### src/rtl/branch_resolve_queue_pkg.sv
// bp_pkg: types and constants shared by the branch predictor and the resolve queue.
package bp_pkg;
  localparam int PC_W_DEF = 32;
  localparam int PC_INC = 4;
  localparam logic [1:0] ST_SNT = 2'd0;
  localparam logic [1:0] ST_WNT = 2'd1;
  localparam logic [1:0] ST_WT = 2'd2;
  localparam logic [1:0] ST_ST = 2'd3;
  typedef struct packed {
    logic [PC_W_DEF-1:0] pc;
    logic taken;
    logic [PC_W_DEF-1:0] target;
  } bp_entry_t;
endpackage

### src/rtl/branch_resolve_queue_if.sv
// branch_resolve_queue_if: fetch push, execute resolve, training and redirect signals.
interface branch_resolve_queue_if #(
  parameter int DEPTH = 4,
  parameter int PC_W = 32,
  parameter int CNT_W = 16
);
  logic i_pred_valid;
  logic [PC_W-1:0] i_pred_pc;
  logic i_pred_taken;
  logic [PC_W-1:0] i_pred_target;
  logic o_pred_ready;
  logic i_res_valid;
  logic i_res_taken;
  logic [PC_W-1:0] i_res_target;
  logic o_res_ready;
  logic o_train_valid;
  logic o_train_taken;
  logic [PC_W-1:0] o_train_pc;
  logic o_mispredict;
  logic [PC_W-1:0] o_redirect_pc;
  logic [$clog2(DEPTH):0] o_count;
  logic [CNT_W-1:0] o_branch_cnt;
  logic [CNT_W-1:0] o_mispred_cnt;
  modport master (
    output i_pred_valid, i_pred_pc, i_pred_taken, i_pred_target, i_res_valid, i_res_taken, i_res_target,
    input o_pred_ready, o_res_ready, o_train_valid, o_train_taken, o_train_pc, o_mispredict,
    o_redirect_pc, o_count, o_branch_cnt, o_mispred_cnt
  );
  modport slave (
    input i_pred_valid, i_pred_pc, i_pred_taken, i_pred_target, i_res_valid, i_res_taken, i_res_target,
    output o_pred_ready, o_res_ready, o_train_valid, o_train_taken, o_train_pc, o_mispredict,
    o_redirect_pc, o_count, o_branch_cnt, o_mispred_cnt
  );
endinterface

### src/rtl/branch_resolve_queue_fifo.sv
// bp_fifo: circular buffer with push/pop, whole-queue flush and occupancy count.
module bp_fifo #(
  parameter int DEPTH = 4,
  parameter int W = 8
) (
  input  logic clk,
  input  logic rst,
  input  logic push,
  input  logic pop,
  input  logic flush,
  input  logic [W-1:0] din,
  output logic [W-1:0] dout,
  output logic [$clog2(DEPTH):0] count
);
  localparam int AW = $clog2(DEPTH);
  localparam int CW = AW + 1;
  logic [W-1:0] mem [DEPTH];
  logic [AW-1:0] wr_ptr, rd_ptr;
  assign dout = mem[rd_ptr];
  always_ff @(posedge clk)
    if (push) mem[wr_ptr] <= din;
  always_ff @(posedge clk) begin
    if (rst || flush) begin
      wr_ptr <= '0;
      rd_ptr <= '0;
      count <= '0;
    end else begin
      wr_ptr <= wr_ptr + AW'(push);
      rd_ptr <= rd_ptr + AW'(pop);
      count <= count + CW'(push) - CW'(pop);
    end
  end
endmodule

### src/rtl/branch_resolve_queue.sv
// branch_resolve_queue: resolves queued branch predictions in order, trains the predictor and redirects on mispredict.
module branch_resolve_queue
  import bp_pkg::*;
#(
  parameter int DEPTH = 4,
  parameter int PC_W = 32,
  parameter int CNT_W = 16
) (
  input logic i_clk,
  input logic i_rst,
  branch_resolve_queue_if.slave bus
);
  localparam int CW = $clog2(DEPTH) + 1;
  typedef struct packed {
    logic [PC_W-1:0] pc;
    logic taken;
    logic [PC_W-1:0] target;
  } entry_t;
  entry_t din, head;
  logic [CW-1:0] count;
  logic pred_ready, res_ready, push, pop, mis;
  logic [PC_W-1:0] redirect;
  assign pred_ready = count < CW'(DEPTH);
  assign res_ready = count != '0;
  assign push = bus.i_pred_valid && pred_ready;
  assign pop = bus.i_res_valid && res_ready;
  assign din = '{pc: bus.i_pred_pc, taken: bus.i_pred_taken, target: bus.i_pred_target};
  assign mis = head.taken != bus.i_res_taken || (head.taken && head.target != bus.i_res_target);
  assign redirect = bus.i_res_taken ? bus.i_res_target : head.pc + PC_W'(PC_INC);
  assign bus.o_pred_ready = pred_ready;
  assign bus.o_res_ready = res_ready;
  assign bus.o_count = count;
  // a mispredicting pop empties the queue and drops any wrong-path push in the same cycle
  bp_fifo #(.DEPTH(DEPTH), .W($bits(entry_t))) u_fifo (
    .clk(i_clk),
    .rst(i_rst),
    .push(push),
    .pop(pop),
    .flush(pop && mis),
    .din(din),
    .dout(head),
    .count(count)
  );
  always_ff @(posedge i_clk) begin
    if (i_rst) begin
      bus.o_train_valid <= 1'b0;
      bus.o_train_taken <= 1'b0;
      bus.o_train_pc <= '0;
      bus.o_mispredict <= 1'b0;
      bus.o_redirect_pc <= '0;
      bus.o_branch_cnt <= '0;
      bus.o_mispred_cnt <= '0;
    end else begin
      bus.o_train_valid <= pop;
      bus.o_mispredict <= pop && mis;
      if (pop) begin
        bus.o_train_taken <= bus.i_res_taken;
        bus.o_train_pc <= head.pc;
        if (!(&bus.o_branch_cnt)) bus.o_branch_cnt <= bus.o_branch_cnt + 1'b1;
      end
      if (pop && mis) begin
        bus.o_redirect_pc <= redirect;
        if (!(&bus.o_mispred_cnt)) bus.o_mispred_cnt <= bus.o_mispred_cnt + 1'b1;
      end
    end
  end
endmodule

### src/flat_wrapper.sv
// flat-port wrapper written by rule: the top's interface ports become plain ports
module branch_resolve_queue_flat import bp_pkg::*;
#(
  parameter int DEPTH = 4,
  parameter int PC_W = 32,
  parameter int CNT_W = 16
)
  (i_clk, i_rst, bus_i_pred_valid, bus_i_pred_pc, bus_i_pred_taken, bus_i_pred_target, bus_i_res_valid, bus_i_res_taken, bus_i_res_target, bus_o_pred_ready, bus_o_res_ready, bus_o_train_valid, bus_o_train_taken, bus_o_train_pc, bus_o_mispredict, bus_o_redirect_pc, bus_o_count, bus_o_branch_cnt, bus_o_mispred_cnt);
  branch_resolve_queue_if #(.DEPTH(DEPTH), .PC_W(PC_W), .CNT_W(CNT_W)) bus_i ();
  input logic i_clk;
  input logic i_rst;
  input wire logic [$bits(bus_i.i_pred_valid)-1:0] bus_i_pred_valid;
  input wire logic [$bits(bus_i.i_pred_pc)-1:0] bus_i_pred_pc;
  input wire logic [$bits(bus_i.i_pred_taken)-1:0] bus_i_pred_taken;
  input wire logic [$bits(bus_i.i_pred_target)-1:0] bus_i_pred_target;
  input wire logic [$bits(bus_i.i_res_valid)-1:0] bus_i_res_valid;
  input wire logic [$bits(bus_i.i_res_taken)-1:0] bus_i_res_taken;
  input wire logic [$bits(bus_i.i_res_target)-1:0] bus_i_res_target;
  output wire logic [$bits(bus_i.o_pred_ready)-1:0] bus_o_pred_ready;
  output wire logic [$bits(bus_i.o_res_ready)-1:0] bus_o_res_ready;
  output wire logic [$bits(bus_i.o_train_valid)-1:0] bus_o_train_valid;
  output wire logic [$bits(bus_i.o_train_taken)-1:0] bus_o_train_taken;
  output wire logic [$bits(bus_i.o_train_pc)-1:0] bus_o_train_pc;
  output wire logic [$bits(bus_i.o_mispredict)-1:0] bus_o_mispredict;
  output wire logic [$bits(bus_i.o_redirect_pc)-1:0] bus_o_redirect_pc;
  output wire logic [$bits(bus_i.o_count)-1:0] bus_o_count;
  output wire logic [$bits(bus_i.o_branch_cnt)-1:0] bus_o_branch_cnt;
  output wire logic [$bits(bus_i.o_mispred_cnt)-1:0] bus_o_mispred_cnt;
  assign bus_i.i_pred_valid = bus_i_pred_valid;
  assign bus_i.i_pred_pc = bus_i_pred_pc;
  assign bus_i.i_pred_taken = bus_i_pred_taken;
  assign bus_i.i_pred_target = bus_i_pred_target;
  assign bus_i.i_res_valid = bus_i_res_valid;
  assign bus_i.i_res_taken = bus_i_res_taken;
  assign bus_i.i_res_target = bus_i_res_target;
  assign bus_o_pred_ready = bus_i.o_pred_ready;
  assign bus_o_res_ready = bus_i.o_res_ready;
  assign bus_o_train_valid = bus_i.o_train_valid;
  assign bus_o_train_taken = bus_i.o_train_taken;
  assign bus_o_train_pc = bus_i.o_train_pc;
  assign bus_o_mispredict = bus_i.o_mispredict;
  assign bus_o_redirect_pc = bus_i.o_redirect_pc;
  assign bus_o_count = bus_i.o_count;
  assign bus_o_branch_cnt = bus_i.o_branch_cnt;
  assign bus_o_mispred_cnt = bus_i.o_mispred_cnt;
  branch_resolve_queue #(.DEPTH(DEPTH), .PC_W(PC_W), .CNT_W(CNT_W)) u_core (.i_clk(i_clk), .i_rst(i_rst), .bus(bus_i));
endmodule
### config.mk
export PLATFORM = sky130hd
export DESIGN_NAME = branch_resolve_queue_flat
export DESIGN_NICKNAME = d
export VERILOG_FILES = /design/src/rtl/branch_resolve_queue_pkg.sv /design/src/rtl/branch_resolve_queue_if.sv /design/src/rtl/branch_resolve_queue_fifo.sv /design/src/rtl/branch_resolve_queue.sv /design/src/flat_wrapper.sv
export SDC_FILE = /design/constraint.sdc
export NUM_CORES = 1
export LEC_CHECK = 0
export CAP_MARGIN = 30
export CELL_PAD_IN_SITES_DETAIL_PLACEMENT = 0
export CELL_PAD_IN_SITES_GLOBAL_PLACEMENT = 2
export CORE_ASPECT_RATIO = 1.5
export CORE_MARGIN = 3
export CORE_UTILIZATION = 44
export CTS_BUF_LIST = sky130_fd_sc_hd__clkbuf_8
export DETAILED_ROUTE_END_ITERATION = 10
export PLACE_DENSITY = 0.86
export SKIP_CTS_REPAIR_TIMING = 1
export SYNTH_ARGS = -nofsm -noshare
export SYNTH_HDL_FRONTEND = slang
export SYNTH_SLANG_ARGS = --single-unit
### constraint.sdc
create_clock -name i_clk -period 9.95 [get_ports i_clk]
set_input_delay 1.99 -clock i_clk [delete_from_list [all_inputs] [get_ports i_clk]]
set_output_delay 1.99 -clock i_clk [all_outputs]
set_load 0.02 [all_outputs]
# Word-level counts from Yosys, hierarchy flattened

Memory sizes are Yosys's and may differ from the RTL's. A register that Yosys moved wholly into a read port is not among the register bits.
Cells that the tools add are included.

Reduce and logical (&&, ||, !) cells: 11
Bitwise gates (word level): 2
Equal/unequal tests: 2
Magnitude comparators: 1
Muxes and demuxes: 4
Add/sub/neg operators: 7

Operators by type and width:

| operator                                      | count |
|---|---|
| adder 16 x 1 -> 16 bit, second input constant | 2 |
| adder 32 x 3 -> 32 bit, second input constant | 1 |
| 2-to-1 mux 32 bit                             | 1 |
| != test 32 bit                                | 1 |
| AND reduction 16 bit                          | 2 |
| adder 2 x 1 -> 2 bit                          | 2 |
| logical AND 1 bit                             | 4 |
| AND reduction 2 bit                           | 2 |
| adder 3 x 1 -> 3 bit                          | 1 |
| < comparator 3 bit, second input constant     | 1 |
| nonzero test 3 bit                            | 1 |
| subtractor 3 x 1 -> 3 bit                     | 1 |
| logical OR 1 bit                              | 2 |
| 2-to-1 mux 1 bit                              | 2 |
| 2-to-1 mux 2 bit                              | 1 |
| inverter 1 bit                                | 2 |
| != test 1 bit                                 | 1 |

Bits of input ports: 102
Word-level logic and storage cells: 38
Flip-flop bits (word level): 106
Memories: 1
Output and inout bits: 104
RAM bits: 260

Memory list:

| name              | depth | width | read ports | clocked after Yosys merged registers in | write ports | line                            | source |
|---|---|---|---|---|---|---|---|
| u_core.u_fifo.mem | 4     | 65    | 1          | 1                                       | 1           | branch_resolve_queue_fifo.sv:17 | `logic [W-1:0] mem [DEPTH];` |

# Depth between registers and ports, before layout

Gate-level depths: netlist of the first run.

Depth after elaboration: 6
Mapped depth: 14
Depth with buffers taken out: 10

# Modules after synthesis

A second synthesis of the first run with hierarchy kept.

Cells, all modules: 1036
Area total of the unflattened synthesis: 15008.1 um^2

Modules (own cells, without submodules):

| module               | area an instance (um^2) | sequential area each (um^2) | instances | cells each |
|---|---|---|---|---|
| bp_fifo              | 9758.1                  | 7947.6                      | 1         | 370 |
| branch_resolve_queue | 5250.0                  | 1981.9                      | 1         | 666 |

# Worst setup path before layout of the first run

No wires, ideal clock.

Path type: input -> register
Start point: input port bus_i_pred_valid
End point: memory u_core.u_fifo.mem[1][0] (netlist name) (enable)
Data arrival time: 6.876 ns
Library setup time: 0.582 ns
Path buffers: 0
Path slack: 2.492 ns
Stages: 2
Required time: 9.368 ns
Path through: nand2_1 -> nor3b_1

Cells in the longest elaborated chain, start to end: 3

RTL lines:

| item                                   | line                            | source |
|---|---|---|
| start: declaration                     | flat_wrapper.sv:12              | `input wire logic [$bits(bus_i.i_pred_valid)-1:0] bus_i_pred_valid;` |
| logical AND 1 bit                      | branch_resolve_queue.sv:25      | `assign push = bus.i_pred_valid && pred_ready;` |
| 2-to-1 mux 1 bit                       | branch_resolve_queue_fifo.sv:21 | `if (push) mem[wr_ptr] <= din;` |
| 2-to-1 mux 1 bit (implied by the code) | branch_resolve_queue_fifo.sv:21 |  |
| end: declaration                       | branch_resolve_queue_fifo.sv:17 |  |

No other way between the ends.

# Worst setup path after layout of the first run

Start point: input port bus_i_res_taken
End point: register u_core.bus.o_redirect_pc[0] (netlist name)

Cells in the longest elaborated chain, start to end: 3
Elaborated cells on any way between the ends: 4
Classes of those cells: 1 x eq/ne; 1 x mux; 2 x reduce/logical

RTL lines:

| item                   | line                          | source |
|---|---|---|
| start: declaration     | flat_wrapper.sv:17            | `input wire logic [$bits(bus_i.i_res_taken)-1:0] bus_i_res_taken;` |
| != test 1 bit          | branch_resolve_queue.sv:28    | `assign mis = head.taken != bus.i_res_taken \|\| (head.taken && head.target != bus.i_res_target);` |
| logical OR 1 bit       | branch_resolve_queue.sv:28    |  |
| logical AND 1 bit      | branch_resolve_queue.sv:61    | `if (pop && mis) begin` |
| end signal: assignment | branch_resolve_queue.sv:62    | `bus.o_redirect_pc <= redirect;` |
| end: declaration       | branch_resolve_queue_if.sv:32 | `o_redirect_pc, o_count, o_branch_cnt, o_mispred_cnt` |

Parallel ways exist; a longest one is shown, timed or not.
A chain may end at the register's enable or synchronous reset.

==> flow_metrics.py, run 1 <==
metrics = {
    "timing": {
        "report.final.setup_viol": 0,
        "hold_ws_ns": 0.452,
        "grt_setup_unrepaired": "false",
        "timing.fmax_mhz": 191,
        "report.final.hold_viol_count": 0,
        "final_cycle_utilization_of_the_critical_path_pct": 52.6,
        "final.setup_skew_ns": 0.0221,
        "period_needed_ns": 5.24,
        "max-slew-margin-rel_pct": 32.8,
        "timing_worst_slew_pin_value_ns": 1.01,
        "tns_setup_ns": 0,
        "slew_violations": 0,
    },
    "detailed_routing": {
        "routed_wl_um": 39500,
        "wl_per_cell_um": 22.1,
        "dr.first_iter.drc_count": 674,
        "route.detailed.drc": 0,
        "vias_per_cell": 5.42,
        "vias": 9701,
        "detail_route.first_pass.iterations": 4,
        "ant_nets": 0,
    },
    "job": {
        "max-cap-violations": 0,
    },
    "pwr": {
        "static-leakage-power_nw": 6.19,
        "max_vdd_drop_uv": 134,
        "power-per-cell-area_nw_per_um2": 230,
    },
    "grt": {
        "remaining_global_route_overflow": 0,
        "grt_antenna_before_repair": 3,
        "largest_net_degree_at_the_start_of_global_routing": 83,
        "grt_pass1_wl_um": 59200,
        "vias_in_the_first_global_route": 9721,
        "gr-usage-all-layers_pct": 20.7,
    },
    "synth": {
        "combinational_family_with_the_most_area_after_synthesis": "multiplexers",
        "netlist_instances": 1059,
        "synth_edf_count": 260,
        "seq_area_frac_synth_pct": 63.7,
        "synthesis.area_um2": 15600,
        "dominantRegCellSynth": "sky130_fd_sc_hd__edfxtp_1",
        "synth_simple_gate_area_share_pct": 10.1,
        "synthXorXnorAreaFrac_pct": 4.15,
        "yosysUniqueCellTypes": 78,
        "postSynthNetCount": 1169,
        "synth-adder-area-share_pct": 0.690,
        "synth_async_sr_flop_share_pct": 0,
        "postSynthAreaPerCell_um2": 14.7,
        "synth_compound_gate_area_share_pct": 6.62,
        "ys_warn_count": 0,
        "postSynthRegisterBits": 366,
        "synthMuxAreaShare_pct": 11.1,
    },
    "cells_and_area": {
        "final_layout_size_suffix_gt1_share_pct": 12.3,
        "fin_nets": 1388,
        "layout.core_utilization_pct": 54.9,
        "area_growth_syn_to_layout_pct": 21.8,
    },
    "floorplan": {
        "core.rowCount": 83,
        "design.die.area_um2": 37800,
        "chipWidth_um": 160,
        "floorplan.die.height_um": 237,
        "starting_density_of_the_core_pct": 45.1,
        "io-pin-count": 206,
        "fp.coreArea_um2": 34600,
    },
    "clocking": {
        "cts_max_path_buffers": 3,
        "clk_transition_reported_paths_ns": 0.07,
        "cts_num_sinks": 366,
        "ctsHtreeMaxLevel": 2,
        "clk_root_buffer_cell": "sky130_fd_sc_hd__clkbuf_8",
        "cts_tree": "done",
        "latest_clock_arrival_within_the_worst_skew_pair_ns": 0.60,
        "numCtsBuffers": 54,
    },
    "worst_setup_path": {
        "cp_slowest_cell": "sky130_fd_sc_hd__and4_2",
        "worstSetupStartpointType": "primary input",
        "worstSetupEndpointType": "register",
        "critPathTopFamily": "simple AND/OR/NAND/NOR gates",
        "critical_path.max_stage_delay_ns": 0.98,
        "timing.critical_path.required_ns": 10.45,
        "cp_cell_sequence": "clkdlybuf4s50_1, buf_4, clkinv_1, a221oi_1, nand4_1, a2111oi_2, and4_2, nor2_2, a311oi_1",
        "cp_max_fo": 51,
        "critPathKind": "in -> reg",
        "cp.arrival_ns": 5.74,
        "count_of_buffer_and_inverter_cells_on_the_critical_path": 3,
    },
    "place": {
        "place.gp.congestion": 0.790,
        "dpl.hpwl_um": 26900,
        "placement.io_buffers": 205,
    },
    "hold_path": {
        "hp-class": "reg -> reg",
    },
    "outcome": {
        "run_status": "finished clean",
    },
}
-- kinds of logic after synthesis --
logic type | Yosys count
AND/OR/NAND/NOR | 294
buffers and inverters | 73
flip-flops | 366
adder cells (fa/ha/maj) | 8
XOR/XNOR | 74
multiplexers | 83
AO/OA/AOI/OAI | 161
-- synth_stat cells, types with 5 or more instances --
cell type                   number  area share, %
sky130_fd_sc_hd__a21oi_1        66            2.1
sky130_fd_sc_hd__and3_1         12           0.48
sky130_fd_sc_hd__and4_1          6           0.34
sky130_fd_sc_hd__buf_12          8            1.0
sky130_fd_sc_hd__buf_6           7           0.51
sky130_fd_sc_hd__clkbuf_1       24           0.58
sky130_fd_sc_hd__clkbuf_8        8           0.71
sky130_fd_sc_hd__dfxtp_1       106             14
sky130_fd_sc_hd__edfxtp_1      260             50
sky130_fd_sc_hd__ha_1            7           0.56
sky130_fd_sc_hd__inv_1          11           0.26
sky130_fd_sc_hd__mux2_2          5           0.36
sky130_fd_sc_hd__mux2i_1        12           0.77
sky130_fd_sc_hd__mux4_1         32            5.4
sky130_fd_sc_hd__mux4_2         28            4.0
sky130_fd_sc_hd__nand2_1       110            2.6
sky130_fd_sc_hd__nand2b_1        5           0.20
sky130_fd_sc_hd__nand3_1        27           0.87
sky130_fd_sc_hd__nand4_1        19           0.76
sky130_fd_sc_hd__nor2_1         46            1.1
sky130_fd_sc_hd__nor2b_1         7           0.28
sky130_fd_sc_hd__nor3_1          8           0.26
sky130_fd_sc_hd__nor4_1          9           0.36
sky130_fd_sc_hd__o2111ai_1       9           0.51
sky130_fd_sc_hd__o211ai_1        6           0.29
sky130_fd_sc_hd__o21ai_0        32            1.0
sky130_fd_sc_hd__o21ai_1         8           0.26
sky130_fd_sc_hd__o31ai_1         8           0.39
sky130_fd_sc_hd__or3_1          10           0.40
sky130_fd_sc_hd__or4_1           6           0.29
sky130_fd_sc_hd__xnor2_1        51            2.9
sky130_fd_sc_hd__xor2_1         23            1.3
-- through the flow --
| stage | area [µm²] | cells | total power, mW | setup slack [ns] |
|---|---|---|---|---|
| 2_1_floorplan | 15600 | 1059 | 2.82 | 2.49 |
| 3_3_place_gp | 17800 | 1684 | 3.24 | 3.73 |
| 3_5_place_dp | 18000 | 1689 | 3.27 | 4.15 |
| 4_1_cts | 19000 | 1787 | 4.42 | 4.79 |
| 5_1_grt | 19000 | 1789 | 4.58 | 4.35 |
| 6_report | 19000 | 1791 | 4.36 | 4.71 |
-- registers in the layout, indices dropped and copies added, names as in the netlist --
register	flops
u_core.u_fifo.count	3
u_core.u_fifo.wr_ptr	2
u_core.bus.o_mispred_cnt	16
u_core.bus.o_train_taken	1
u_core.bus.o_branch_cnt	16
u_core.u_fifo.mem	260
u_core.bus.o_redirect_pc	32
u_core.bus.o_mispredict	1
u_core.bus.o_train_valid	1
u_core.u_fifo.rd_ptr	2
u_core.bus.o_train_pc	32
-- path summary, 6_finish.rpt --
path	depth (start not counted)	slack [ns]	endpoint	from
worst max-delay path	9	4.71	u_core.bus.o_redirect_pc[0]	bus_i_res_taken
worst min-delay path	2	0.45	u_core.bus.o_train_pc[30]	u_core.bus.o_train_pc[30]
worst max register to register	8	5.44	u_core.bus.o_redirect_pc[0]	u_core.u_fifo.rd_ptr[1]
worst min register to register	2	0.45	u_core.bus.o_train_pc[30]	u_core.bus.o_train_pc[30]
-- cells in the final DEF, fill, tap and decap left out, drive strengths merged, types with 8 or more instances in the layout --
cell / n
mux4: 60
nor2: 47
o2111ai: 9
buf: 18
clkdlybuf4s50: 204
nor3: 11
mux2: 11
inv: 35
xnor2: 51
clkinv: 12
a21oi: 67
o21ai: 40
nand2: 111
nand4: 22
edfxtp: 260
nand3: 30
xor2: 23
mux2i: 12
nor4: 14
o31ai: 8
clkbuf: 62
dfxtp: 106
and3: 15
or3: 10
-- worst register-to-register path, stage by stage, from the launching register on --
cell and delay, ns:
sky130_fd_sc_hd__dfxtp_2 0.75, sky130_fd_sc_hd__buf_4 0.71, sky130_fd_sc_hd__mux4_2 0.50, sky130_fd_sc_hd__xnor2_1 0.23, sky130_fd_sc_hd__nand4_1 0.22, sky130_fd_sc_hd__a2111oi_2 0.41
sky130_fd_sc_hd__and4_2 0.98, sky130_fd_sc_hd__nor2_2 0.29, sky130_fd_sc_hd__a311oi_1 0.31
-- per-layer routing --
layer  wire length, µm  vias up  track usage, %
met1             15400     4774            25.0
met2             20100      309            35.5
met4              1630        0            9.16
met3              2390       84            4.46
met5                 0        -               0
li1                  -     4534               -
-- final cells by class --
type / count / area [µm²]
Clock inverter: 36 / 175
Clock buffer: 62 / 853
Fill cell: 2884 / 15600
Timing Repair Buffer: 222 / 2280
Sequential cell: 366 / 9930
Multi-Input combinational cell: 620 / 5110
Inverter: 14 / 52.6
Antenna cell: 4 / 10.0
Tap cell: 467 / 584
-- report_power, final --
part	switching [mW]	internal, mW
clock network	0.557	0.592
registers	0.113	1.84
logic	0.720	0.539
total	1.39	2.97
Power figures use the tool's default switching activity.
==> run 2: changes to the inputs <==
Settings changed: CORE_UTILIZATION 44 to 41, PLACE_DENSITY 0.86 to 0.81.
Clock period 9.95 ns to 5.3 ns, I/O delays scaled along.
==> run 2 against run 1 <==
Combinational power increased by 88%. Cell area decreased by 0.11%. Highest routed layer unchanged. Sequential share of layout area increased by 0.059 points.
==> flow_metrics.py, run 2 (same netlist as run 1, synthesis figures left out) <==
metrics = {
    "worst_setup_path": {
        "setup_crit_end": "u_core.bus.o_redirect_pc[1]",
        "cp.arrival_ns": 4.61,
        "r2r_setup_slack_ns": 1.19,
        "regToRegStartpoint": "u_core.u_fifo.rd_ptr[0]",
        "critPathKind": "reg -> reg",
        "timing.critical_path.required_ns": 5.80,
        "critical_path.reg2reg.endpoint": "u_core.bus.o_redirect_pc[1]",
        "critical_path.startpoint": "u_core.u_fifo.rd_ptr[0]",
        "r2r.worst_path.cells": 7,
        "cp_max_fo": 43,
        "worstSetupStartpointType": "register",
        "worstSetupEndpointType": "register",
    },
    "timing": {
        "final_cycle_utilization_of_the_critical_path_pct": 77.5,
        "report.final.setup_viol": 0,
        "timing_worst_slew_pin_value_ns": 0.905,
        "report.final.hold_viol_count": 0,
        "grt_setup_unrepaired": "false",
        "slew_violations": 0,
        "period_needed_ns": 4.11,
        "final.setup_skew_ns": 0.0171,
        "timing.fmax_mhz": 243,
        "tns_setup_ns": 0,
        "max-slew-margin-rel_pct": 39.7,
    },
    "clocking": {
        "cts_num_sinks": 366,
        "cts_max_path_buffers": 3,
        "ctsHtreeMaxLevel": 2,
        "numCtsBuffers": 54,
        "latest_clock_arrival_within_the_worst_skew_pair_ns": 0.59,
        "cts_tree": "done",
        "clk_transition_reported_paths_ns": 0.07,
        "clk_root_buffer_cell": "sky130_fd_sc_hd__clkbuf_8",
    },
    "place": {
        "dpl.hpwl_um": 28200,
        "place.gp.congestion": 0.788,
        "placement.io_buffers": 205,
        "area_post_placement_um2": 18000,
    },
    "grt": {
        "vias_in_the_first_global_route": 9887,
        "largest_net_degree_at_the_start_of_global_routing": 89,
        "gr-usage-all-layers_pct": 19.9,
        "grt_antenna_before_repair": 2,
        "grt_pass1_wl_um": 60300,
        "remaining_global_route_overflow": 0,
    },
    "cells_and_area": {
        "area_of_the_multi_input_gates_um2": 5120,
        "fin_nets": 1395,
        "final_layout_size_suffix_gt1_share_pct": 12.5,
        "registers.top_by_ff_count": "u_core.u_fifo.mem",
        "stdcell_area_um2": 19000,
        "layout_top_registers": "u_core.u_fifo.mem x260, u_core.bus.o_redirect_pc x32, u_core.bus.o_train_pc x32",
        "layout.cells.most_common": "sky130_fd_sc_hd__edfxtp_1",
        "area_growth_syn_to_layout_pct": 21.7,
        "most-common-layout-cells": "sky130_fd_sc_hd__edfxtp_1 (260), sky130_fd_sc_hd__clkdlybuf4s50_1 (204), sky130_fd_sc_hd__nand2_1 (110)",
        "combined_flip_flop_and_latch_cell_area_um2": 9930,
        "fillers": 3239,
        "max_ffs_per_register": 260,
    },
    "floorplan": {
        "floorplan.die.height_um": 245,
        "core.rowCount": 86,
        "starting_density_of_the_core_pct": 42.0,
        "design.die.area_um2": 40500,
        "chipWidth_um": 165,
        "io-pin-count": 206,
        "fp.coreArea_um2": 37100,
    },
    "pwr": {
        "sw_share_pct": 32.4,
        "comb_power_share_pct": 29.3,
        "clock_power_share_pct": 25.1,
        "fin_total_pwr_mw": 8.09,
        "power-per-cell-area_nw_per_um2": 426,
        "cell_internal_pwr_mw": 5.46,
        "power_frac_seq_pct": 45.7,
        "static-leakage-power_nw": 6.17,
        "max_vdd_drop_uv": 227,
        "switching_power_mw": 2.62,
    },
    "outcome": {
        "run_status": "finished clean",
    },
    "detailed_routing": {
        "ant_nets": 0,
        "detail_route.first_pass.iterations": 5,
        "route.detailed.drc": 0,
        "routed_wl_um": 40700,
        "vias_per_cell": 5.37,
        "dr.first_iter.drc_count": 736,
        "wl_per_cell_um": 22.4,
        "vias": 9735,
    },
    "hold_path": {
        "hp-class": "reg -> reg",
        "cell_depth_of_the_worst_min_delay_path": 2,
    },
    "job": {
        "max-cap-violations": 0,
    },
}
[run 2: cell types whose count changed in the layout (fill, tap and decap cells not counted), sizes merged]
cell and change:
buf +7, clkinv +6, clkbuf -5, diode -2
inv -2, bufinv -1, clkinvlp +1
[run 2: critical path, cell delays in order, from the launching register on]
cell and delay (ns):
sky130_fd_sc_hd__dfxtp_4 0.81, sky130_fd_sc_hd__buf_4 0.60, sky130_fd_sc_hd__mux4_2 0.58, sky130_fd_sc_hd__xor2_1 0.17, sky130_fd_sc_hd__nor4_2 0.35, sky130_fd_sc_hd__and4_2 0.88
sky130_fd_sc_hd__nor2_2 0.28, sky130_fd_sc_hd__a311oi_1 0.31
[run 2: cell type report]
type | instances | area share [%]
antenna | 2 | 0.0264
clock buffer | 57 | 4.13
clock inverter | 40 | 0.890
inverter | 14 | 0.277
multi-input combinational | 620 | 27.0
sequential | 366 | 52.3
tap | 484 | 3.19
timing repair buffer | 229 | 12.1
[run 2: worst min path at each step]
stage	start	endpoint	slack, ns
after floorplan	u_core.bus.o_redirect_pc[14]	u_core.bus.o_redirect_pc[14]	0.53
after global placement	u_core.bus.o_train_pc[28]	u_core.bus.o_train_pc[28]	0.44
after detailed placement	u_core.bus.o_train_pc[12]	u_core.bus.o_train_pc[12]	0.45
after CTS	u_core.bus.o_train_pc[12]	u_core.bus.o_train_pc[12]	0.46
after global routing	u_core.bus.o_train_pc[20]	u_core.bus.o_train_pc[20]	0.47
final	u_core.bus.o_train_pc[12]	u_core.bus.o_train_pc[12]	0.45
[run 2: power groups by stage]
stage / Combinational, mW / Clock (mW) / Sequential, mW
floorplan: 1.47 / 0 / 3.81
global placement: 2.38 / 0 / 3.75
detailed placement: 2.40 / 0 / 3.76
CTS: 2.40 / 2.10 / 3.70
global route: 2.54 / 2.21 / 3.73
finish: 2.37 / 2.03 / 3.69
[run 2: metal layers]
metal,global-route usage [%],up-vias,share of wire (%)
met2,34.4,305,52
met3,4.02,68,6.2
met4,8.42,0,3.7
met1,24.0,4825,38
li1,-,4537,-
met5,0,-,0
[run 2: through the flow]
stage	std cells	hold slack [ns]	util [%]	setup slack (ns)
CTS	1809	0.456	51.0	1.15
floorplan	1059	0.533	-	0.769
global route	1812	0.474	51.1	0.906
finish	1812	0.452	51.1	1.19
global placement	1710	0.443	48.4	0.972
detailed placement	1712	0.448	48.5	0.913
==> run 3: changes to the inputs <==
Clock period 5.3 ns to 4 ns, I/O delays scaled along.
==> run 3 against run 2 <==
Critical path depth grew 2. Total power grew 41%. Combinational power grew 34%. Die area is the same. Hold slack gained 0.0023 ns. Cell count grew 0.44%. Flip-flop and latch count is the same. Clock-buffer cell count grew 5. Core utilization grew 0.67 points. Sequential power grew 32%.
==> flow_metrics.py, run 3 (same netlist as run 1, synthesis figures left out) <==
metrics = {
    "cells_and_area": {
        "most-common-layout-cells": "sky130_fd_sc_hd__edfxtp_1 (260), sky130_fd_sc_hd__clkdlybuf4s50_1 (204), sky130_fd_sc_hd__nand2_1 (110)",
        "area_growth_syn_to_layout_pct": 23.3,
        "final_layout_size_suffix_gt1_share_pct": 13.3,
        "layout.cells.non_filler": 1820,
        "stdcell_area_um2": 19200,
        "fin_nets": 1400,
        "max_ffs_per_register": 260,
        "layout.core_utilization_pct": 51.8,
        "layout_top_registers": "u_core.u_fifo.mem x260, u_core.bus.o_redirect_pc x32, u_core.bus.o_train_pc x32",
        "registers.top_by_ff_count": "u_core.u_fifo.mem",
        "layout.cells.most_common": "sky130_fd_sc_hd__edfxtp_1",
    },
    "timing": {
        "final_cycle_utilization_of_the_critical_path_pct": 87.2,
        "tns_setup_ns": 0,
        "period_needed_ns": 3.49,
        "slew_violations": 0,
        "report.final.hold_viol_count": 0,
        "grt_setup_unrepaired": "false",
        "timing_worst_slew_pin_value_ns": 0.774,
        "max-slew-margin-rel_pct": 48.1,
        "final.setup_skew_ns": 0.0207,
        "report.final.setup_viol": 0,
        "timing.fmax_mhz": 287,
    },
    "worst_setup_path": {
        "cp.arrival_ns": 4.00,
        "timing.critical_path.required_ns": 4.51,
        "worstSetupEndpointType": "register",
        "cp_slowest_cell": "sky130_fd_sc_hd__dfxtp_4",
        "worstSetupStartpointType": "register",
        "critPathKind": "reg -> reg",
        "cp_cell_sequence": "buf_4, mux4_1, xnor2_1, nand4_1, a2111oi_2, and4_2, buf_12, nor2_2, a311oi_1",
        "cp_max_fo": 51,
        "critical_path.max_stage_delay_ns": 0.80,
    },
    "detailed_routing": {
        "detail_route.first_pass.iterations": 5,
        "ant_nets": 0,
        "route.detailed.drc": 0,
        "vias_per_cell": 5.41,
        "dr.first_iter.drc_count": 777,
        "vias": 9838,
        "wl_per_cell_um": 22.4,
        "routed_wl_um": 40700,
    },
    "floorplan": {
        "fp.coreArea_um2": 37100,
        "core.rowCount": 86,
        "chipWidth_um": 165,
        "starting_density_of_the_core_pct": 42.0,
        "floorplan.die.height_um": 245,
        "io-pin-count": 206,
        "design.die.area_um2": 40500,
    },
    "pwr": {
        "cell_internal_pwr_mw": 7.82,
        "comb_power_share_pct": 27.9,
        "power-per-cell-area_nw_per_um2": 591,
        "static-leakage-power_nw": 6.30,
        "switching_power_mw": 3.55,
        "fin_total_pwr_mw": 11.4,
        "max_vdd_drop_uv": 312,
        "sw_share_pct": 31.2,
        "power_frac_seq_pct": 43.0,
        "clock_power_share_pct": 29.2,
    },
    "clocking": {
        "ctsHtreeMaxLevel": 2,
        "cts_max_path_buffers": 3,
        "clk_root_buffer_cell": "sky130_fd_sc_hd__clkbuf_8",
        "latest_clock_arrival_within_the_worst_skew_pair_ns": 0.61,
        "clk_transition_reported_paths_ns": 0.07,
        "cts_tree": "done",
        "cts_num_sinks": 366,
        "numCtsBuffers": 56,
    },
    "place": {
        "place_inst": 1716,
        "area_post_placement_um2": 18000,
        "placement.io_buffers": 205,
        "place.gp.congestion": 0.780,
        "dpl.hpwl_um": 27800,
    },
    "grt": {
        "grt_antenna_before_repair": 2,
        "grt_pass1_wl_um": 60900,
        "remaining_global_route_overflow": 0,
        "vias_in_the_first_global_route": 9918,
        "gr-usage-all-layers_pct": 20.1,
        "largest_net_degree_at_the_start_of_global_routing": 66,
    },
    "hold_path": {
        "hp-class": "reg -> reg",
    },
    "job": {
        "max-cap-violations": 0,
    },
    "outcome": {
        "run_status": "finished clean",
    },
}
==> run 3: changes by cell type in the layout (fill, tap and decap cells not counted), moves of 2 or more <==
cell	change
sky130_fd_sc_hd__clkinv_2	-2
sky130_fd_sc_hd__bufinv_16	+7
sky130_fd_sc_hd__clkinvlp_4	-3
sky130_fd_sc_hd__buf_4	+4
sky130_fd_sc_hd__clkbuf_8	+5
sky130_fd_sc_hd__buf_16	-2
sky130_fd_sc_hd__buf_12	+2
==> run 3: cell type report <==
class                      count  area [µm²]
antenna                        1        2.50
inverter                      14        52.6
fill                        3212       17900
timing repair buffer         232        2300
multi-input combinational    620        5120
tap                          484         606
sequential                   366        9930
clock inverter                41         350
clock buffer                  62         853
==> run 3: final timing paths <==
check,start,to,slack (ns),depth (start not counted)
min reg2reg,u_core.bus.o_train_pc[10],u_core.bus.o_train_pc[10],0.45,2
max,u_core.u_fifo.rd_ptr[0],u_core.bus.o_redirect_pc[0],0.51,9
min,u_core.bus.o_train_pc[10],u_core.bus.o_train_pc[10],0.45,2
max reg2reg,u_core.u_fifo.rd_ptr[0],u_core.bus.o_redirect_pc[0],0.51,9
==> run 3: routing by layer <==
metal | part of all wire [%] | track usage (%) | up-vias
li1 | - | - | 4548
met1 | 40 | 25.9 | 4907
met2 | 51 | 34.0 | 314
met3 | 5.6 | 3.46 | 67
met4 | 3.5 | 7.53 | 2
met5 | 0.017 | 0 | -
==> run 3: through the flow <==
step	setup WS, ns	hold slack, ns
final	0.514	0.455
after global routing	0.260	0.473
after CTS	0.478	0.457
after detailed placement	0.337	0.448
after global placement	0.332	0.443
after floorplan	0.0216	0.533
==> run 3: power groups by stage <==
| stage | sequential (mW) | clock, mW | combinational (mW) |
|---|---|---|---|
| final | 4.88 | 3.32 | 3.17 |
| after global placement | 4.95 | 0 | 3.21 |
| after global routing | 4.94 | 3.56 | 3.41 |
| after floorplan | 5.04 | 0 | 1.95 |
| after CTS | 4.89 | 3.40 | 3.22 |
| after detailed placement | 4.97 | 0 | 3.21 |
==> run 3: critical path, delay by kind of cell, from the launching register on <==
family,cells,cell delay [ns]
flip-flops,1,0.80
AND/OR/NAND/NOR,3,0.65
XOR/XNOR,1,0.15
multiplexers,1,0.57
buffers and inverters,2,0.51
AO/OA/AOI/OAI,2,0.67
